==> config.mk <==
export PLATFORM = sky130hd
export DESIGN_NAME = safety_current_monitor
export DESIGN_NICKNAME = d
export VERILOG_FILES = /design/src/rtl/safety_current_monitor.sv
export SDC_FILE = /design/constraint.sdc
export NUM_CORES = 1
export LEC_CHECK = 0
export ABC_AREA = 1
export CORE_MARGIN = 1.5
export CORE_UTILIZATION = 46
export DETAILED_ROUTE_END_ITERATION = 8
export GPL_TIMING_DRIVEN = 0
export PLACE_DENSITY = 0.7
export SLEW_MARGIN = 15
export SYNTH_ARGS = -nofsm -noshare
export SYNTH_HDL_FRONTEND = slang
export SYNTH_SLANG_ARGS = --single-unit
export TNS_END_PERCENT = 1
==> constraint.sdc <==
create_clock -name sysclk_i -period 6.3 [get_ports sysclk_i]
set_input_delay 0.63 -clock sysclk_i [delete_from_list [all_inputs] [get_ports sysclk_i]]
set_output_delay 0.63 -clock sysclk_i [all_outputs]
set_load 0.005 [all_outputs]
==> src/rtl/safety_current_monitor.sv <==
// Per-axis over-current monitor: one sample strobe starts a 4-axis time-multiplexed scan.
// An axis that is out of tolerance LIMIT consecutive times latches safety_amp_disable_o.
// Latency: axis n (0..3) result registered 3*(n+1) edges after the strobe edge.
// Backpressure: none; a strobe during a scan is dropped and flags overrun_o.
// Ports:
//   sysclk_i, reset_i (async, active-high)
//   sample_strobe_i, cur_cmd_i/cur_fb_i (4 x 16b offset-binary)
//   amp_disable_i (masks counting), amp_enable_cmd_i (clears latch/counter/overrun)
//   safety_amp_disable_o, busy_o, overrun_o, err_count_o (4 x 8b debug counters)
module safety_current_monitor #(
  parameter logic [15:0] TOL       = 16'h0800,
  parameter logic [7:0]  LIMIT     = 8'd40,
  parameter int          CNT_WIDTH = 8
) (
  input  logic        sysclk_i,
  input  logic        reset_i,
  input  logic        sample_strobe_i,
  input  logic [63:0] cur_cmd_i,
  input  logic [63:0] cur_fb_i,
  input  logic [3:0]  amp_disable_i,
  input  logic [3:0]  amp_enable_cmd_i,
  output logic [3:0]  safety_amp_disable_o,
  output logic        busy_o,
  output logic        overrun_o,
  output logic [31:0] err_count_o
);

  typedef enum logic [1:0] {S_IDLE, S_DIFF, S_CMP, S_UPD} state_t;

  localparam logic [CNT_WIDTH:0] LIM_X = (CNT_WIDTH+1)'(LIMIT);

  state_t                 state_q, state_d;
  logic [1:0]             ax_q, ax_d;
  logic [63:0]            cmd_q, cmd_d;
  logic [63:0]            fb_q, fb_d;
  logic [16:0]            diff_q, diff_d;
  logic                   exceed_q, exceed_d;
  logic [CNT_WIDTH-1:0]   cnt_q [4];
  logic [CNT_WIDTH-1:0]   cnt_d [4];
  logic [3:0]             flt_q, flt_d;
  logic                   ovr_q, ovr_d;

  logic [15:0]            cmd_sel, fb_sel;
  logic [16:0]            absd;
  logic [CNT_WIDTH:0]     cnt_inc;

  assign cmd_sel = cmd_q[{ax_q, 4'b0000} +: 16];
  assign fb_sel  = fb_q[{ax_q, 4'b0000} +: 16];

  always_comb begin
    state_d  = state_q;
    ax_d     = ax_q;
    cmd_d    = cmd_q;
    fb_d     = fb_q;
    diff_d   = diff_q;
    exceed_d = exceed_q;
    cnt_d    = cnt_q;
    flt_d    = flt_q;
    ovr_d    = ovr_q;
    // Two's-complement magnitude of a 17b difference of 16b values never exceeds 65535.
    absd     = diff_q[16] ? (~diff_q + 17'd1) : diff_q;
    cnt_inc  = {1'b0, cnt_q[ax_q]} + {{CNT_WIDTH{1'b0}}, 1'b1};

    unique case (state_q)
      S_IDLE: begin
        if (sample_strobe_i) begin
          cmd_d   = cur_cmd_i;
          fb_d    = cur_fb_i;
          ax_d    = 2'd0;
          state_d = S_DIFF;
        end
      end
      S_DIFF: begin
        diff_d  = {1'b0, fb_sel} - {1'b0, cmd_sel};
        state_d = S_CMP;
      end
      S_CMP: begin
        exceed_d = (absd > {1'b0, TOL});
        state_d  = S_UPD;
      end
      S_UPD: begin
        if (amp_disable_i[ax_q]) begin
          cnt_d[ax_q] = '0;
        end else if (exceed_q) begin
          // Counter saturates at LIMIT; the latch keeps re-asserting while errors persist.
          if ({1'b0, cnt_q[ax_q]} != LIM_X) cnt_d[ax_q] = cnt_inc[CNT_WIDTH-1:0];
          if (cnt_inc >= LIM_X) flt_d[ax_q] = 1'b1;
        end else begin
          cnt_d[ax_q] = '0;
        end
        if (ax_q == 2'd3) begin
          state_d = S_IDLE;
        end else begin
          ax_d    = ax_q + 2'd1;
          state_d = S_DIFF;
        end
      end
      default: state_d = S_IDLE;
    endcase

    if (sample_strobe_i && (state_q != S_IDLE)) ovr_d = 1'b1;

    // Host clear wins over a same-cycle update or overrun set.
    for (int i = 0; i < 4; i++) begin
      if (amp_enable_cmd_i[i]) begin
        cnt_d[i] = '0;
        flt_d[i] = 1'b0;
      end
    end
    if (|amp_enable_cmd_i) ovr_d = 1'b0;
  end

  always_ff @(posedge sysclk_i or posedge reset_i) begin
    if (reset_i) begin
      state_q  <= S_IDLE;
      ax_q     <= 2'd0;
      cmd_q    <= '0;
      fb_q     <= '0;
      diff_q   <= '0;
      exceed_q <= 1'b0;
      cnt_q    <= '{default: '0};
      flt_q    <= '0;
      ovr_q    <= 1'b0;
    end else begin
      state_q  <= state_d;
      ax_q     <= ax_d;
      cmd_q    <= cmd_d;
      fb_q     <= fb_d;
      diff_q   <= diff_d;
      exceed_q <= exceed_d;
      cnt_q    <= cnt_d;
      flt_q    <= flt_d;
      ovr_q    <= ovr_d;
    end
  end

  assign safety_amp_disable_o = flt_q;
  assign busy_o               = (state_q != S_IDLE);
  assign overrun_o            = ovr_q;

  for (genvar g = 0; g < 4; g++) begin : g_cnt
    assign err_count_o[8*g +: 8] = 8'(cnt_q[g]);
  end

endmodule

### Word level (Yosys, flattened, before mapping)

Cells that the tools add are included.

* shift-type cells: 2
* equality and inequality tests: 15
* order comparisons: 6
* multiplexer cells: 35
* reduce and logical (&&, ||, !) cells: 30
* add/subtract/negate cells: 4
* bitwise logic cells: 5

Operators by type and width (number)
* $mux W32: 4
* $shiftx A64 B7 Y16: 2
* $mux W8: 7
* $and A32 B32 Y32: 1
* $bwmux W32: 1
* $not A32 Y32: 1
* $reduce_bool A2 Y1: 15
* $add A17 B1 Y17 const B: 1
* $gt A17 B12 Y1 const B: 1
* $mux W17: 1
* $not A17 Y17: 1
* $sub A16 B16 Y17: 1
* $bmux W8 S2: 1
* $demux W8 S2: 1
* $mux W4: 4
* $ne A4 B2 Y1 const B: 4
* $reduce_and A4 Y1: 4
* $ne A2 B2 Y1 const B: 6
* $reduce_and A2 Y1: 5
* $add A8 B1 Y9 const B: 1
* $ge A9 B6 Y1 const B: 1
* $mux W1: 9
* $ne A8 B6 Y1 const B: 1
* $pmux W2 S4: 1
* 17 further kinds: 23

* bits in registers: 187
* word-level logic and storage cells: 112
* output and inout bits: 38
* input bits: 139

### Longest topological paths before layout

* word-level depth: 11
* gate-level depth with buffers: 20
* depth with buffers taken out: 17

### Worst setup path before layout

Ideal clock, no wire load.

* path kind: register to register
* start point: register ax_q[0]
* end point: register diff_q[14]
* buffers on the path: 4
* path slack: 3.432 ns
* required time: 6.164 ns
* cell stages (with the launch flop): 19
* setup time: 0.136 ns
* clock period less this slack: 2.868 ns
* arrival: 2.733 ns
* cell sequence: dfrtp_1 -> buf_6 -> buf_6 -> buf_6 -> clkbuf_1 -> o21ai_0 -> o22ai_1 -> ha_1 -> inv_1 -> fa_1 -> nand2_1 -> nand2_1 -> o21ai_0 -> nand3b_1 -> nand3_1 -> a21oi_1 -> nand2_1 -> nand3_1 -> o21ai_0

* word-level cells in the longest chain between the ends: 2
* elaborated cells between the ends (all ways): 3
* classes of those cells: 1 x add/sub; 2 x shift

RTL lines
* start, declared: RTL line 33 `logic [1:0] ax_q, ax_d;`
* start signal, assigned: RTL line 116 `ax_q <= 2'd0;`
* start signal, assigned: RTL line 126 `ax_q <= ax_d;`
* $shiftx A64 B7 Y16, on equally long branches: RTL line 48, 47
* $sub A16 B16 Y17 (*): RTL line 74 `diff_d = {1'b0, fb_sel} - {1'b0, cmd_sel};`
* end signal, assigned: RTL line 129 `diff_q <= diff_d;`
* end, declared: RTL line 36 `logic [16:0] diff_q, diff_d;`

Mark *: on every way between the ends. The rest lies on a longest branch, timed or not.
A chain may end at the register's enable or synchronous reset.

### Worst setup path after layout

* start point: register ax_q[1]
* end point: register diff_q[10]

The elaborated chain is that of the path after synthesis.

==> run_results.csv <==
group,metric,value,unit
worst_setup_path,worst_path_max_delay_cell,"sky130_fd_sc_hd__o22ai_1",
grt,gr-usage-met3,0.03271,
cells_and_area,sequential_cell_area,4679,um2
clock_tree,clk_transition_reported_paths,0.07,ns
clock_tree,clock_path_buffers,2,
grt,grt_overflow_total,0,
synth,synth_largest_type_area_fraction,0.4573,
cells_and_area,drive_above_1_share,0.1257,
timing,max_slew.worst_pin.slew,0.8528,ns
synth,combined_area_of_all_synthesized_cells,10230,um2
place,detailed_place_hpwl,22030,um
synth,post_synth_xor_area_fraction,0.009414,
timing,max-slew-margin-rel,0.4315,
floorplanning,die_x,152.2,um
routing,detailed_route_via_count,9137,
grt,grt_start_max_net_pins,113,
floorplanning,initial_utilization,0.4689,
synth,post_synth_net_total,1366,
worst_setup_path,crit_path_end_kind,"flip-flop",
grt,antenna_found_initial,0,
grt,grt_util_met1,0.3376,
outcome,run_status,"completed",
clock_tree,cts.hold.buffers_added,0,
clock_tree,h_tree_level_count,4,
synth,synth-adder-area-share,0.03497,
cells_and_area,finalNetCount,1562,
worst_setup_path,critPathMostFrequentCell,"sky130_fd_sc_hd__nand2_1",
hold_path,worst_hold_path_type,"flip-flop to flip-flop",
worst_setup_path,critical_path_peak_fanout,10,
clock_tree,total_cts_buffers,17,
grt,grt_usage,0.2566,
floorplanning,fp.dieArea,23150,um2
power_and_ir_drop,power.density,518.7,nW/um2
routing,post_drt_wl_per_cell,17.32,um
synth,ys_seq_elements,187,
floorplanning,floorplan.die.height,152.2,um
routing,route.final.wire_length,29230,um
cells_and_area,layout.filler_cells,1933,
worst_setup_path,slowest_delay,0.47,ns
clock_tree,worstSkewPairLatency,0.44,ns
synth,synthDominantAreaCellType,"sky130_fd_sc_hd__dfrtp_1",
cells_and_area,syn_to_final_growth,27.09,%
routing,drtAntennaViolNets,0,
power_and_ir_drop,leakagePower,5.925,nW
clock_tree,cts.root.buffer_cell,"sky130_fd_sc_hd__clkbuf_16",
synth,share_of_the_synthesized_area_in_compound_gates_ao_oa_aoi_oai,0.1042,
timing,drv_slew,0,
grt,grt.met2_usage,0.4305,
grt,grt_pass1_vias,8906,
synth,post_synth_num_cell_types,40,
synth,muxShareOfSynthArea,0.1232,
cells_and_area,final_cells,1688,
timing,max_freq,0.2714,GHz
routing,dr_drc_count,0,
timing,fin_crit_sh,0.5849,
job,maxCapViolCount,0,
routing,drt_first_pass_iters,5,
clock_tree,cts.sinks,187,
floorplanning,core_region_area,21820,um2
synth,synth_top_family_by_area,"simple AND/OR/NAND/NOR gates",
routing,routed_via_density,5.413,
power_and_ir_drop,peakVddDrop,0.2262,mV
synth,yosysSeqAreaShare,0.4573,
synth,synthesis.yosys.warnings,0,
place,port_buffers,176,
place,gp_congestion,0.9295,
worst_setup_path,worst_path_dominant_cell_family,"compound AO/OA/AOI/OAI gates",
timing,finalSetupViolations,0,
grt,grt_pass1_wl,47120,um
worst_setup_path,timing.critical_path.buf_inv,4,
worst_setup_path,cp_arrival,4.01,ns
timing,final.setup_skew,0.01498,ns
floorplanning,pin_count,177,
grt,globalRoute.busiestLayer,"met2",
floorplanning,rows,54,
worst_setup_path,critPathKind,"flip-flop to flip-flop",
timing,hold_violations,0,
synth,synthesis.area_per_instance,8.535,um2
timing,fin_worst_hold_slack,0.4906,ns
cells_and_area,multi_input_comb_area,4945,um2
synth,postSynthCellCount,1199,
clock_tree,postCtsSetupRepairBufs,0,
timing,period_needed,3.685,ns
worst_setup_path,startpoint_type,"flip-flop",
clock_tree,post_cts_resized,0,
cells_and_area,insertedDiodeCount,0,
place,placed_cells,1656,
worst_setup_path,required,6.62,ns
synth,synth.top_cells.by_area,"sky130_fd_sc_hd__dfrtp_1, sky130_fd_sc_hd__mux2_2, sky130_fd_sc_hd__nand2_1, sky130_fd_sc_hd__nand3_1, sky130_fd_sc_hd__nor2_1",
timing,setup_repair_after_global_routing_missed_its_margin,"no",
clock_tree,tritoncts_clock_tree,"done",
synth,synth-simple-area-share,0.2114,
routing,drt-initial-drc-count,580,
worst_setup_path,crit_chain,"buf_4 -> inv_2 -> buf_2 -> clkbuf_1 -> o21ai_0 -> o22ai_1 -> fa_1 -> nand2_1 -> nand2_1 -> o21ai_0 -> o21a_1 -> o21ai_0 -> nand3_1 -> nand2_1 -> nand2_1 -> nand3_1 -> nand2_1",
per-stage QoR:
| step | instance area, um2 | setup WS [ns] | util | power (mW) | TNS [ns] |
|---|---|---|---|---|---|
| 3_5_place_dp | 12380 | 2.732 | 0.5673 | 5.578 | 0 |
| 4_1_cts | 13010 | 2.703 | 0.5960 | 6.734 | 0 |
| 2_1_floorplan | 10230 | 0.5846 | - | 4.554 | 0 |
| 3_3_place_gp | 12350 | -1.948 | 0.5657 | 5.508 | -360.56 |
| 6_report | 13010 | 2.615 | 0.5960 | 6.746 | 0 |
| 5_1_grt | 13010 | 2.303 | 0.5960 | 7.293 | 0 |
cell type report:
| cell class | instances | share of cell area |
|---|---|---|
| Buffer | 52 | 0.01886 |
| Clock buffer | 18 | 0.03300 |
| Clock inverter | 14 | 0.01510 |
| Inverter | 97 | 0.02857 |
| Multi-Input combinational cell | 863 | 0.3802 |
| Sequential cell | 187 | 0.3598 |
| Tap cell | 280 | 0.02694 |
| Timing Repair Buffer | 177 | 0.1376 |
flip-flops by register name, summed over array words and instances (netlist names):
register and count:
cmd_q 64, fb_q 64, err_count_o 32, diff_q 17, safety_amp_disable_o 4, ax_q 2
state_q 2, exceed_q 1, overrun_o 1
synthesized netlist by cell type, drive strengths merged:
library cell	count
a211oi	1
a21boi	1
a21o	1
a21oi	55
a31oi	8
buf	16
clkbuf	36
clkinv	5
dfrtp	187
fa	1
ha	27
inv	92
mux2	112
nand2	248
nand3	109
nand3b	4
nand4	10
nor2	139
nor3	4
nor4	1
o211ai	2
o21a	1
o21ai	103
o21bai	3
o221ai	2
o22ai	18
o31a	1
or2	1
xnor2	2
xor2	9
worst reg2reg max path, cell delays in order (launching register included):
cell and delay, ns:
sky130_fd_sc_hd__dfrtp_1 0.40, sky130_fd_sc_hd__buf_4 0.19, sky130_fd_sc_hd__inv_2 0.16, sky130_fd_sc_hd__buf_2 0.26, sky130_fd_sc_hd__clkbuf_1 0.37, sky130_fd_sc_hd__o21ai_0 0.16
sky130_fd_sc_hd__o22ai_1 0.47, sky130_fd_sc_hd__fa_1 0.31, sky130_fd_sc_hd__nand2_1 0.08, sky130_fd_sc_hd__nand2_1 0.06, sky130_fd_sc_hd__o21ai_0 0.16, sky130_fd_sc_hd__o21a_1 0.24
sky130_fd_sc_hd__o21ai_0 0.27, sky130_fd_sc_hd__nand3_1 0.15, sky130_fd_sc_hd__nand2_1 0.08, sky130_fd_sc_hd__nand2_1 0.05, sky130_fd_sc_hd__nand3_1 0.09, sky130_fd_sc_hd__nand2_1 0.07
cell families (layout without fill, tap and decap cells):
kind of cell,Yosys count,after routing
and+or+nand+nor,516,516
AOI/OAI and AO/OA,196,196
DFF,187,187
buffers and inverters,149,358
muxes,112,112
adders and majority gates,28,28
xor gates and xnor gates,11,11
layout by cell type (no fill, tap or decap), types with 5 or more instances in the layout:
master,netlist,routed
sky130_fd_sc_hd__nand2_1,243,243
sky130_fd_sc_hd__dfrtp_1,187,187
sky130_fd_sc_hd__clkdlybuf4s50_1,0,176
sky130_fd_sc_hd__nor2_1,136,136
sky130_fd_sc_hd__mux2_2,112,112
sky130_fd_sc_hd__nand3_1,107,107
sky130_fd_sc_hd__o21ai_0,101,101
sky130_fd_sc_hd__inv_1,89,88
sky130_fd_sc_hd__a21oi_1,54,54
sky130_fd_sc_hd__clkbuf_1,36,37
sky130_fd_sc_hd__ha_1,27,27
sky130_fd_sc_hd__o22ai_1,18,18
sky130_fd_sc_hd__clkbuf_16,0,17
sky130_fd_sc_hd__nand4_1,10,10
sky130_fd_sc_hd__xor2_1,9,9
sky130_fd_sc_hd__a31oi_1,8,8
sky130_fd_sc_hd__buf_2,7,7
sky130_fd_sc_hd__buf_6,5,5
sky130_fd_sc_hd__nand2_2,5,5
sky130_fd_sc_hd__inv_8,0,5
sky130_fd_sc_hd__clkinv_1,5,5
power by group:
part | switching [mW] | leakage [nW] | internal [mW]
Clock | 0.526 | 0.302 | 0.611
Sequential | 0.283 | 2.28 | 1.72
Combinational | 2.16 | 3.35 | 1.44
per-layer routing:
| layer | share of wire | vias to the layer above |
|---|---|---|
| met3 | 0.051 | 55 |
| met4 | 0.032 | 0 |
| met2 | 0.48 | 319 |
| met5 | 0 | - |
| li1 | - | 4386 |
| met1 | 0.43 | 4377 |
worst paths after layout:
check | slack (ns) | to | cells after the start | from
max in group asynchronous | 4.70 | cmd_q[13]$_DFFE_PP0P_ | 3 | reset_i
min reg2reg | 0.49 | diff_q[9]$_DFFE_PP0N_ | 2 | diff_q[9]$_DFFE_PP0N_
max reg2reg | 2.62 | diff_q[10]$_DFFE_PP0N_ | 17 | ax_q[1]$_DFFE_PP0P_
min in group asynchronous | 0.65 | fb_q[50]$_DFFE_PP0P_ | 2 | reset_i
max | 2.62 | diff_q[10]$_DFFE_PP0N_ | 17 | ax_q[1]$_DFFE_PP0P_
min | 0.49 | diff_q[9]$_DFFE_PP0N_ | 2 | diff_q[9]$_DFFE_PP0N_
(Power assumes the default switching activity.)
==> RTL edit 1, RTL diff (config.mk and constraints unchanged) <==
The parameter `CNT_WIDTH` goes from 8 to 12.
--- a/src/rtl/safety_current_monitor.sv
+++ b/src/rtl/safety_current_monitor.sv
@@ -10,7 +10,7 @@
 module safety_current_monitor #(
   parameter logic [15:0] TOL       = 16'h0800,
   parameter logic [7:0]  LIMIT     = 8'd40,
-  parameter int          CNT_WIDTH = 8
+  parameter int          CNT_WIDTH = 12
 ) (
   input  logic        sysclk_i,
   input  logic        reset_i,
Check against the original RTL: same outputs for any inputs over 4 cycles, from zero or initial values and one cycle with reset_i high; that may be too few to reach the edited logic, so the function may still have changed.
==> RTL edit 1 against the original RTL <==
  * Wire length grew 17%
  * Cell area increased by 11%
  * Worst setup slack got worse by 0.38 ns
  * Synthesized area rose by 12%
  * Largest cell class unchanged
  * Critical path depth is 1 higher
  * Critical endpoint unchanged
  * Power rose by 8.4%
  * Sequential cell count grew 16
==> RTL edit 1: results (changes against the original RTL) <==
Outcome
  – Status: finished clean (unchanged)

Yosys
  – Synth Area in Compound Gates: 13.9% (was 10.4%)
  – Mux cell area share after synthesis: 10.9% (was 12.3%)
  – Most frequent cells after synthesis: 248 x nand2_1, 203 x dfrtp_1, 117 x inv_1, 114 x nor2_1, 111 x mux2_2 (was 243 x nand2_1, 187 x dfrtp_1, 136 x nor2_1, 112 x mux2_2, 107 x nand3_1)
  – Syn Nets: 1,519 (was 1,366)
  – Post-Synth XOR/XNOR Area: 1.37% (was 0.941%)
  – Post-Synth Adder-Cell Area: 3.11% (was 3.50%)

Timing
  – Worst Clk Skew: 0.0225 ns (was 0.0150 ns)

Finish
  – Clock-cell share: 4.90% (was 4.81%)
  – Fillcell total: 2,188 (was 1,933)
  – Syn-to-layout area delta: 25.3% (was 27.1%)
  – Multi-In Gates: 928 (was 863)
  – Nonclk inv count: 131 (was 97)
  – Clock buffers: 32 (was 18)
  – Fraction of area in multi-input gates: 37.6% (was 38.0%)

GRT
  – First-pass GRT wire length: 54,100 µm (was 47,100 µm)
  – Routing usage on met3: 3.42% (was 3.27%)
  – Largest net degree at the start of global routing: 104 (was 113)
  – M2 GR Usage: 43.3% (was 43.1%)
  – Total GRT Usage: 26.5% (was 25.7%)

Clock tree
  – Clock latency on the worst-skew pair: 0.54 ns (was 0.44 ns)
  – Total CTS buffers: 24 (was 17)

Drt
  – DRT iter0 DRCs: 885 (was 580)
  – Met2 WL: 16,000 µm (was 14,100 µm)
  – DRT Wirelength: 34,300 µm (was 29,200 µm)
  – WL met3: 2230 µm (was 1510 µm)
  – Vias/cell: 5.48 (was 5.41)
  – Wire length on met1: 15,300 µm (was 12,700 µm)

Floorplan
  – Die Wd: 161 µm (was 152 µm)

Power
  – Peak supply drop: 0.225 mV (was 0.226 mV)
  – Leakage dissipation: 0.00635 µW (was 0.00592 µW)

Placement
  – HPWL Detailed: 26,500 µm (was 22,000 µm)
  – DP Worst Slack: 2.26 ns (was 2.73 ns)
  – Cell Area, Placed: 13,700 µm² (was 12,400 µm²)
  – Gpl congestion: 0.901 (was 0.930)

Worst hold path
  – WHS Endpoint: fb_q[32]$_DFFE_PP0P_ (was diff_q[9]$_DFFE_PP0N_)

Setup path
  – CP delay by family, top: buffers and inverters (was compound AO/OA/AOI/OAI gates)
  – Slowest CP cell: dfrtp_1 (was o22ai_1)
  – Worst Reg2Reg Path Length in Cells: 18 (was 17)
==> RTL edit 1: cell types whose count changed after synthesis, sizes merged, moves of 8 or more <==
| cell | delta |
|---|---|
| a21oi | +28 |
| dfrtp | +16 |
| nor3 | +8 |
| o21ai | +50 |
| o22ai | +21 |
| inv | +35 |
| nand3 | -41 |
| buf | +31 |
| nor2 | -17 |
==> RTL edit 1: per-stage QoR <==
stage / hold WS [ns] / std cells / utilization (%) / total power [µW]
2_1_floorplan: 0.463 / 1352 / - / 4850
3_3_place_gp: 0.482 / 1852 / 55.9 / 5910
3_5_place_dp: 0.489 / 1853 / 56.1 / 6000
4_1_cts: 0.501 / 1890 / 58.9 / 7290
5_1_grt: 0.516 / 1890 / 58.9 / 7860
6_report: 0.502 / 1890 / 58.9 / 7310
==> RTL edit 1: power by group <==
group          internal (µW)  switching [µW]
Clock                    722             546
Sequential              1830             296
Combinational           1510            2410
Total                   4060            3250
==> RTL edit 2, RTL diff (same flow settings) <==
Without the edit above. The 4 states of `state_t` get a one-hot encoding in 4 bits.
--- a/src/rtl/safety_current_monitor.sv
+++ b/src/rtl/safety_current_monitor.sv
@@ -25,7 +25,7 @@
   output logic [31:0] err_count_o
 );
 
-  typedef enum logic [1:0] {S_IDLE, S_DIFF, S_CMP, S_UPD} state_t;
+  typedef enum logic [3:0] {S_IDLE = 4'b0001, S_DIFF = 4'b0010, S_CMP = 4'b0100, S_UPD = 4'b1000} state_t;
 
   localparam logic [CNT_WIDTH:0] LIM_X = (CNT_WIDTH+1)'(LIMIT);
 
Check against the original RTL: no difference found for any inputs over 4 cycles, from zero or initial values and one cycle with reset_i high; so few cycles prove little.
==> RTL edit 2 against the original RTL <==
  * Synthesized area fell by 2.3%
  * Combinational power is 40% lower
  * Critical endpoint is now diff_q[10]$_DFFE_PP0P_
  * Non-clock buffer count increased by 6
  * Largest power group unchanged
  * Via count rose by 4.2%
  * Cell area is 2.2% lower
  * Power down 24%
  * Highest routed layer unchanged
  * Sequential cell count is 2 higher
  * Wire length increased by 0.57%
  * Sequential power is 4% lower
  * Worst setup slack worse by 0.43 ns
==> RTL edit 2: results (changes against the original RTL) <==
Setup path
  – Reg2reg setup slack: 2.19 ns (was 2.62 ns)
  – Worst Reg2Reg Path Length in Cells: 18 (was 17)
  – Worst R2R End: diff_q[10]$_DFFE_PP0P_ (was diff_q[10]$_DFFE_PP0N_)
  – Setup crit start: ax_q[0]$_DFFE_PP0P_ (was ax_q[1]$_DFFE_PP0P_)
  – Arrival time at the worst endpoint: 4.42 ns (was 4.01 ns)

Power
  – Peak supply drop: 0.198 mV (was 0.226 mV)
  – Leakage dissipation: 0.00608 µW (was 0.00592 µW)

GRT
  – Largest net degree at the start of global routing: 98 (was 113)
  – Vias in the first global route: 9,121 (was 8,906)
  – Total GRT Usage: 26.9% (was 25.7%)
  – First-pass GRT wire length: 46,700 µm (was 47,100 µm)
  – GRT met1 Usage: 36.5% (was 33.8%)
  – M2 GR Usage: 43.6% (was 43.1%)
  – Initial antenna violation count: 0 (unchanged)
  – Routing usage on met3: 3.36% (was 3.27%)

Yosys
  – Syn Nets: 1,506 (was 1,366)
  – Post-synth cell types: 43 (was 40)
  – Most frequent cells after synthesis: 504 x nand2_1, 188 x dfrtp_1, 141 x o21ai_0, 131 x inv_1, 72 x nor2_1 (was 243 x nand2_1, 187 x dfrtp_1, 136 x nor2_1, 112 x mux2_2, 107 x nand3_1)
  – Synth top area cells: dfrtp_1 47%, nand2_1 19%, o21ai_0 7.1% (was dfrtp_1 46%, mux2_2 12%, nand2_1 8.9%)
  – Sequential area share after synthesis: 47.3% (was 45.7%)
  – Asr flop ratio synth: 100% (unchanged)

Clock tree
  – Clock latency on the worst-skew pair: 0.44 ns (about the same)

Timing
  – Slew @ Worst Pin: 0.737 ns (was 0.853 ns)
  – Hold_ws: 0.471 ns (was 0.491 ns)
  – Worst Clk Skew: 0.0137 ns (was 0.0150 ns)

Drt
  – DRT Wirelength: 29,400 µm (was 29,200 µm)
  – Via count: 9,525 (was 9,137)
  – DRT iter0 DRCs: 708 (was 580)

Outcome
  – Status: finished clean (unchanged)

Finish
  – Nets: 1,702 (was 1,562)
  – Share of cells above drive strength 1: 5.28% (was 12.6%)
  – Fillcell total: 1,975 (was 1,933)

Placement
  – HPWL Detailed: 22,700 µm (was 22,000 µm)
  – PortBufs: 176 (unchanged)
  – Gpl congestion: 0.932 (was 0.930)
  – Cell Area, Placed: 12,100 µm² (was 12,400 µm²)
==> RTL edit 2: logic make-up (layout without fill, tap and decap cells) <==
family | after synthesis | in the layout | share of synthesized area (%)
buffers and inverters | 193 | 402 | 7.90
adders and majority gates | 24 | 24 | 3.08
DFF | 189 | 189 | 47.3
AOI/OAI and AO/OA | 244 | 244 | 13.1
and+or+nand+nor | 679 | 679 | 27.4
xor gates and xnor gates | 14 | 14 | 1.23
==> RTL edit 2: routing by layer <==
layer  up-vias  part of all wire [%]
li1       4671                     -
met3        56                   5.9
met4         0                   3.2
met2       349                    47
met5         -                     0
met1      4449                    44
==> RTL edit 2: worst max-delay path, stage by stage, from the launching register on <==
cell      delay [ns]
dfrtp_1         0.45
buf_6           0.18
buf_8           0.14
buf_6           0.16
clkbuf_1        0.32
clkbuf_1        0.48
o21ai_0         0.24
a21oi_1         0.20
ha_1            0.18
inv_1           0.07
fa_1            0.40
nand3_1         0.11
nand3_1         0.15
a21boi_0        0.30
o21ai_0         0.19
inv_1           0.09
nor2_1          0.05
o21ai_0         0.18
a31oi_1         0.11
==> RTL edit 2: worst min-delay path by stage <==
stage | startpoint | endpoint | depth (start not counted)
floorplan | cmd_q[32]$_DFFE_PP0P_ | cmd_q[32]$_DFFE_PP0P_ | 2
global placement | cmd_q[33]$_DFFE_PP0P_ | cmd_q[33]$_DFFE_PP0P_ | 2
detailed placement | fb_q[32]$_DFFE_PP0P_ | fb_q[32]$_DFFE_PP0P_ | 2
CTS | fb_q[32]$_DFFE_PP0P_ | fb_q[32]$_DFFE_PP0P_ | 2
global route | cmd_q[17]$_DFFE_PP0P_ | cmd_q[17]$_DFFE_PP0P_ | 2
finish | fb_q[32]$_DFFE_PP0P_ | fb_q[32]$_DFFE_PP0P_ | 2
==> RTL edit 2: cell type report <==
cell class | instances | area [µm²] | area share [%]
Sequential cell | 189 | 4730 | 37.2
Timing Repair Buffer | 177 | 1790 | 14.1
Multi-Input combinational cell | 961 | 4480 | 35.2
Tap cell | 275 | 344 | 2.71
Buffer | 58 | 280 | 2.20
Clock buffer | 18 | 429 | 3.38
Clock inverter | 14 | 149 | 1.17
Inverter | 135 | 517 | 4.06
==> RTL edit 2: metrics by stage <==
step                      utilization [%]  total power, µW  setup WS, ns  cells
after CTS                            60.1             5140          2.20   1827
after global placement               57.2             3990         -1.94   1794
after floorplan                         -             3370         0.530   1343
final                                60.1             5140          2.19   1827
after detailed placement             57.4             4060          2.24   1795
after global routing                 60.1             5540          1.89   1827
==> RTL edit 2: power by group <==
| part | switching [µW] | total, µW | internal [µW] |
|---|---|---|---|
| sequential | 244 | 1920 | 1680 |
| clock | 513 | 1070 | 562 |
| combinational | 1370 | 2150 | 773 |
| total | 2130 | 5140 | 3010 |
